$ cat config.mk
export PLATFORM = sky130hd
export DESIGN_NAME = mem_arbiter
export DESIGN_NICKNAME = d
export VERILOG_FILES = /design/src/rtl/mem_map_pkg.sv /design/src/rtl/mem_arbiter.sv
export SDC_FILE = /design/constraint.sdc
export NUM_CORES = 1
export LEC_CHECK = 0
export BUFFER_PORTS_ARGS = -buffer_cell sky130_fd_sc_hd__clkbuf_2
export CELL_PAD_IN_SITES_DETAIL_PLACEMENT = 0
export CELL_PAD_IN_SITES_GLOBAL_PLACEMENT = 1
export CORE_MARGIN = 1
export CORE_UTILIZATION = 26
export DETAILED_ROUTE_END_ITERATION = 16
export PLACE_DENSITY_LB_ADDON = 0.1
export SLEW_MARGIN = 10
export SYNTH_ARGS = -nofsm -noshare
export SYNTH_HDL_FRONTEND = slang
export SYNTH_SLANG_ARGS = --single-unit
$ cat constraint.sdc
create_clock -name clk -period 2.1 [get_ports clk]
set_input_delay 0.21 -clock clk [delete_from_list [all_inputs] [get_ports clk]]
set_output_delay 0.21 -clock clk [all_outputs]
set_load 0.03 [all_outputs]
$ cat src/rtl/mem_map_pkg.sv
// rtl/mem_map_pkg.sv - memory map constants and bus-owner encoding
package mem_map_pkg;

  // First hardware-register address; RAM occupies 0 .. IO_BASE-1
  localparam logic [15:0] IO_BASE       = 16'h7F80;
  // Offset of the character output register inside the IO window
  localparam int          IO_OUT_OFFSET = 1;
  // Number of RAM words below the IO window
  localparam int          MEM_SIZE      = int'(IO_BASE);

  // Who drove the memory port in a given cycle
  typedef enum logic [1:0] {
    OWNER_NONE = 2'd0,
    OWNER_CPU  = 2'd1,
    OWNER_AUX  = 2'd2
  } owner_t;

endpackage

$ cat src/rtl/mem_arbiter.sv
// rtl/mem_arbiter.sv - CPU/auxiliary arbiter for the shared main memory with IO decode
module mem_arbiter
  import mem_map_pkg::*;
#(
  parameter int WORD_SIZE   = 20,
  parameter int ADDR_WIDTH  = 16,
  parameter int MAX_CPU_RUN = 4
) (
  input  logic                  clk,
  input  logic                  reset,
  input  logic                  cpu_req,
  input  logic [ADDR_WIDTH-1:0] cpu_addr,
  input  logic                  cpu_we,
  input  logic [WORD_SIZE-1:0]  cpu_wdata,
  output logic [WORD_SIZE-1:0]  cpu_rdata,
  output logic                  cpu_stall,
  input  logic                  aux_req,
  input  logic [ADDR_WIDTH-1:0] aux_addr,
  input  logic                  aux_we,
  input  logic [WORD_SIZE-1:0]  aux_wdata,
  output logic                  aux_grant,
  output logic                  aux_rvalid,
  output logic [WORD_SIZE-1:0]  aux_rdata,
  output logic [ADDR_WIDTH-1:0] mem_addr,
  output logic                  mem_we,
  output logic [WORD_SIZE-1:0]  mem_wdata,
  input  logic [WORD_SIZE-1:0]  mem_rdata,
  output logic                  io_wvalid,
  output logic [7:0]            io_wdata
);

  localparam int                    CNT_W       = $clog2(MAX_CPU_RUN + 1);
  localparam logic [CNT_W-1:0]      RUN_LIMIT   = CNT_W'(MAX_CPU_RUN);
  localparam logic [ADDR_WIDTH-1:0] IO_LO       = ADDR_WIDTH'(IO_BASE);
  localparam logic [ADDR_WIDTH-1:0] IO_OUT_ADDR = ADDR_WIDTH'(int'(IO_BASE) + IO_OUT_OFFSET);

  logic [CNT_W-1:0]      run_cnt;
  owner_t                prev_owner;
  owner_t                winner;
  logic [WORD_SIZE-1:0]  hold;
  logic                  io_rd;
  logic                  aux_wins;
  logic                  cpu_wins;
  logic [ADDR_WIDTH-1:0] win_addr;
  logic                  win_we;
  logic [WORD_SIZE-1:0]  win_wdata;
  logic [WORD_SIZE-1:0]  rd_data;
  logic                  io_strobe;
  logic                  io_rd_next;

  // Pick one owner per cycle; aux only pre-empts the CPU after a full run of CPU grants
  always_comb begin
    aux_wins = 1'b0;
    cpu_wins = 1'b0;
    winner   = OWNER_NONE;
    if (!reset) begin
      aux_wins = aux_req && (!cpu_req || run_cnt == RUN_LIMIT);
      cpu_wins = cpu_req && !aux_wins;
    end
    if (aux_wins) begin
      winner = OWNER_AUX;
    end else if (cpu_wins) begin
      winner = OWNER_CPU;
    end
  end

  // Route the winner onto the memory port and decode the IO window
  always_comb begin
    win_addr   = aux_wins ? aux_addr  : cpu_addr;
    win_wdata  = aux_wins ? aux_wdata : cpu_wdata;
    win_we     = aux_wins ? aux_we    : (cpu_wins && cpu_we);
    io_strobe  = win_we && (win_addr == IO_OUT_ADDR);
    io_rd_next = (aux_wins || cpu_wins) && !win_we && (win_addr >= IO_LO);
  end

  assign mem_addr  = win_addr;
  assign mem_wdata = win_wdata;
  assign mem_we    = win_we && (win_addr < IO_LO);
  assign cpu_stall = cpu_req && aux_wins;
  assign aux_grant = aux_wins;

  // Reads of the IO window return zero instead of whatever the RAM drives
  assign rd_data   = io_rd ? '0 : mem_rdata;
  assign cpu_rdata = (prev_owner == OWNER_CPU) ? rd_data : hold;
  assign aux_rdata = rd_data;

  // Count CPU grants that happen while aux is waiting; saturate at the run limit
  always_ff @(posedge clk) begin
    if (reset) begin
      run_cnt <= '0;
    end else if (aux_wins || !aux_req) begin
      run_cnt <= '0;
    end else if (cpu_wins && run_cnt != RUN_LIMIT) begin
      run_cnt <= run_cnt + CNT_W'(1);
    end
  end

  // Remember last cycle's owner and read kind so the returning data can be steered
  always_ff @(posedge clk) begin
    if (reset) begin
      prev_owner <= OWNER_NONE;
      io_rd      <= 1'b0;
      aux_rvalid <= 1'b0;
    end else begin
      prev_owner <= winner;
      io_rd      <= io_rd_next;
      aux_rvalid <= aux_wins && !aux_we;
    end
  end

  // Keep the last CPU read value so a stalled CPU still sees it on the next cycle
  always_ff @(posedge clk) begin
    if (reset) begin
      hold <= '0;
    end else if (prev_owner == OWNER_CPU) begin
      hold <= rd_data;
    end
  end

  // Turn a write to the output register into a one-cycle character strobe
  always_ff @(posedge clk) begin
    if (reset) begin
      io_wvalid <= 1'b0;
      io_wdata  <= 8'h00;
    end else begin
      io_wvalid <= io_strobe;
      if (io_strobe) begin
        io_wdata <= win_wdata[7:0];
      end
    end
  end

endmodule

## Word-level counts from Yosys, hierarchy flattened

Cells that the tools add are included.

- Output and inout port bits: 89
- Bits in registers: 36
- Logic and storage cells: 44
- RAM bits: 0
- Memory bits (read-only): 0
- Memories: 0
- Latch bits: 0

- Multipliers: 0
- Equal/unequal tests: 4
- Div/mod/pow operators: 0
- Add/sub/neg operators: 1
- Reductions and logical operators: 20
- $lt $le $gt $ge: 2
- Bitwise gates (word level): 0
- Shift-type cells: 0
- Mux-type cells: 9

Operators with widths:

| kind | number |
|---|---|
| 2-to-1 mux 20 bit | 3 |
| == test 16 x 15 -> 1 bit, second input constant | 1 |
| >= comparator 16 x 15 -> 1 bit, second input constant | 1 |
| less-than comparator 16 x 15 -> 1 bit, second input constant | 1 |
| 2-to-1 mux 16 bit | 1 |
| logical AND 1 bit | 10 |
| logical NOT 1 bit | 5 |
| 2-to-1 mux 1 bit | 4 |
| OR reduction 2 bit | 2 |
| adder 3 x 1 -> 3 bit, second input constant | 1 |
| == test 3 bit, second input constant | 1 |
| logical OR 1 bit | 3 |
| != test 3 bit, second input constant | 1 |
| == test 2 x 1 -> 1 bit, second input constant | 1 |
| 2-to-1 mux 2 bit | 1 |

## Longest topological paths before layout

- Depth after elaboration: 11
- Depth in mapped cells: 8
- Mapped depth without buffers: 7

## Worst setup path after synthesis

Ideal clock, no wire load.

- Kind: reg2out
- From: register run_cnt[0]
- To: output port mem_addr[11]
- Data arrival time: 1.999 ns
- Slack: -0.109 ns
- Path buffers: 2
- Stages on the path, launching flop included: 8
- Required time: 1.890 ns
- Cell sequence: dfxtp_1 > inv_1 > ha_1 > a21boi_2 > nor2_2 > buf_2 > buf_2 > mux2_2

- Longest elaborated chain between the ends: 5

RTL lines:

| what | line | source |
|---|---|---|
| start, declared | mem_arbiter.sv:37 | `logic [CNT_W-1:0] run_cnt;` |
| start signal, assigned | mem_arbiter.sv:94 | `run_cnt <= run_cnt + CNT_W'(1);` |
| == test 3 bit | mem_arbiter.sv:57 | `aux_wins = aux_req && (!cpu_req \|\| run_cnt == RUN_LIMIT);` |
| logical OR 1 bit | mem_arbiter.sv:57 |  |
| logical AND 1 bit | mem_arbiter.sv:57 |  |
| 2-to-1 mux 1 bit | mem_arbiter.sv:56 | `if (!reset) begin` |
| net aux_grant | mem_arbiter.sv:21 | `output logic aux_grant,` |
| 2-to-1 mux 16 bit | mem_arbiter.sv:69 | `win_addr = aux_wins ? aux_addr : cpu_addr;` |
| end, declared | mem_arbiter.sv:24 | `output logic [ADDR_WIDTH-1:0] mem_addr,` |

The timed path passes the listed nets, and every way through them passes these cells.

## Worst setup path after layout

- From: register run_cnt[0]
- To: output port mem_wdata[16]

- Longest elaborated chain between the ends: 5

RTL lines:

| what | line | source |
|---|---|---|
| == test 3 bit | mem_arbiter.sv:57 |  |
| logical OR 1 bit | mem_arbiter.sv:57 |  |
| logical AND 1 bit | mem_arbiter.sv:57 |  |
| 2-to-1 mux 1 bit | mem_arbiter.sv:56 |  |
| 2-to-1 mux 20 bit | mem_arbiter.sv:70 | `win_wdata = aux_wins ? aux_wdata : cpu_wdata;` |
| end, declared | mem_arbiter.sv:26 | `output logic [WORD_SIZE-1:0] mem_wdata,` |

Every way passes these cells.

==> impl_metrics.yaml <==
detailed_routing:
  drc: 0
  dr.pass1.iters: 4
  vias: 2348
  drt_iter0_markers: 17
  avgViaCountPerCell: 4.507
  wl_um: 6975
  wl_per_cell_um: 13.39
  drtAntennaViolNets: 0
synthesis:
  synthArstFlopShare: 0
  synth-warning-count: 0
  synthFlopType: "dfxtp_1"
  yosys_register_bits: 36
  synth_edf_count: 0
  syn_area_um2: 2132
  synth_largest_area_cell: "dfxtp_1"
  synthMostInstantiatedCell: "mux2_2"
  avgSynthCellArea_um2: 9.735
  synthTopCellsByArea: "dfxtp_1, mux2_2, nor2b_1"
  syn_nets: 319
  syn_inst: 219
  yosys-top-cells-count: "mux2_2, nor2b_1, dfxtp_1"
  ys_types: 33
  netlist.area_leader.share: 0.3380
  yosysSeqAreaShare: 0.3380
sta:
  drv_slew: 0
  fin_ws_ns: 0.03513
  clock_skew_ns: 0.002867
  timing.slew.headroom: 0.7734
  setup_viol: 0
  setup_tns_ns: 0
  finalHoldViolations: 0
  hold_slack_ns: 0.1172
  worst_pin_slew_ns: 0.3369
  grt_setup_unrepaired: "yes"
  finalCriticalPeriod_ns: 2.065
  max_freq_ghz: 0.4843
  fin_crit_sh: 0.9833
setup_path:
  critPathKind: "reg -> out"
  max_stage_delay_ns: 0.36
  end_kind: "primary output"
  cp.required_ns: 1.89
  path_cells: "inv_2, ha_4, a21boi_4, nor2_4, buf_6, mux2_2, clkbuf_8"
  crit_fanout: 17
  cp.arrival_ns: 1.85
  cpMaxStageDelayCell: "mux2_2"
  start_kind: "register"
grt:
  antenna_found_initial: 0
  grt_max_degree: 21
  grt.total_usage: 0.1607
  grt_pass1_vias: 2374
  grt_pass1_wl_um: 10920
  gr-total-overflow: 0
floorplanning:
  initial_core_util: 0.2717
  rows: 32
  ioPinCount: 187
  core_um2: 7848
  die_area_um2: 8566
  die_x_um: 92.56
  die_y_um: 92.56
cells_and_area:
  final_nets: 518
  diodes: 0
  stdcell_count: 521
  synthToLayoutAreaGrowth_pct: 76.06
  drive_above_1_share: 0.6659
  num-fill-cells: 818
  fin_util: 0.4783
placed_design:
  dp_hpwl_um: 5409
  place.gp.congestion: 0.7164
  place_ws_ns: -0.05789
  dp.cells: 504
  place.port_buffers: 186
cts:
  cts_max_level: 2
  cts_buffers: 5
  cts-root-buf: "clkbuf_8"
  cts_tree: "yes"
  ctsHoldBuffers: 0
  numClockSinks: 36
  clkTransAtPathRegs_ns: 0.07
  clk_latency_ns: 0.28
  clock_path_buffers: 2
job:
  max_cap_violations: 0
outcome:
  status: "finished, final reports clean"
worst_hold_path:
  min_path_type: "in -> reg"
power:
  vdd.ir_drop.worst_mv: 0.2019
  power.leakage_nw: 1.863
  powerDensity_nw_per_um2: 527.9
==> metrics by stage <==
stage | instance area [um^2] | total power [W]
after floorplan | 2140 | 0.001153
after global placement | 3228 | 0.001388
after detailed placement | 3228 | 0.001392
after CTS | 3691 | 0.001997
after global routing | 3754 | 0.002085
final | 3754 | 0.001981
==> repair_timing <==
item,4_1_cts,5_1_grt
gates resized for setup,61,52
pin swaps,5,4
endpoints found under the setup margin,45,42
hold endpoints to repair,0,0
gates cloned,2,0
setup buffers,7,2
==> state kept, by name, indices dropped and copies added, names as in the netlist <==
name        flops
io_rd           1
aux_rvalid      1
io_wvalid       1
io_wdata        8
prev_owner      2
run_cnt         3
hold           20
==> metal layers <==
metal | track usage | up-vias | wire length (um)
met4 | 0.05208 | 0 | 98
met1 | 0.1699 | 1049 | 2690
li1 | - | 1171 | -
met5 | 0 | - | 0
met3 | 0.04598 | 8 | 621
met2 | 0.3025 | 120 | 3564
==> cells in the final DEF (no fill, tap or decap), drive strengths merged <==
master,synthesis,layout
inv,11,11
nand4,3,3
nor3b,1,1
mux2,53,53
nor2,6,6
a31oi,8,8
and3,4,4
a211o,1,1
mux2i,2,2
clkinvlp,0,1
nor2b,41,41
nor3,4,4
a22oi,2,2
a211oi,8,8
o21ai,2,2
ha,2,2
nand2b,2,2
o211ai,1,1
nor4,2,2
a21bo,1,1
nand3,5,5
a21boi,1,1
nand2,6,6
clkbuf,8,177
or4,1,1
dfxtp,36,36
buf,5,35
a2111oi,1,1
nand3b,1,1
o31ai,1,1
==> power breakdown <==
| group | leakage [nW] | switching, W | internal (W) |
|---|---|---|---|
| Sequential | 0.294 | 0.00000492 | 0.000705 |
| Combinational | 1.52 | 0.000425 | 0.000345 |
| Clock | 0.0445 | 0.000235 | 0.000266 |
==> logic make-up (layout without fill, tap and decap cells) <==
logic type      Yosys count  after routing  synth area share
mux                      55             55            0.2893
compound gates           26             26           0.09801
flops                    36             36            0.3380
buf+inv                  24            224           0.05105
fa+ha+maj                 2              2           0.01174
simple gates             76             76            0.2119
==> worst max-delay path, delay by kind of cell (launching register included) <==
family,cells,cell delay (ns)
AOI/OAI and AO/OA,1,0.08
adders and majority gates,1,0.16
buffers and inverters,3,0.44
DFF,1,0.33
muxes,1,0.36
and+or+nand+nor,1,0.19
==> worst paths after layout <==
path,start,endpoint,slack (ns),cells past startpoint
worst max-delay path,run_cnt[0],mem_wdata[16],0.04,7
worst min-delay path,aux_we,aux_rvalid,0.12,2
worst max register to register,run_cnt[0],io_wdata[1],0.17,9
worst min register to register,run_cnt[0],run_cnt[0],0.52,2
==> layout make-up <==
| cell class | count | area, um^2 | area share |
|---|---|---|---|
| Multi-Input combinational cell | 159 | 1370 | 0.3650 |
| Sequential cell | 36 | 723.2 | 0.1927 |
| Clock buffer | 7 | 86.33 | 0.02300 |
| Inverter | 11 | 41.29 | 0.01100 |
| Tap cell | 102 | 127.6 | 0.03400 |
| Clock inverter | 1 | 7.507 | 0.002000 |
| Timing Repair Buffer | 205 | 1398 | 0.3723 |
Note: power is estimated with default switching activity, not from simulation.
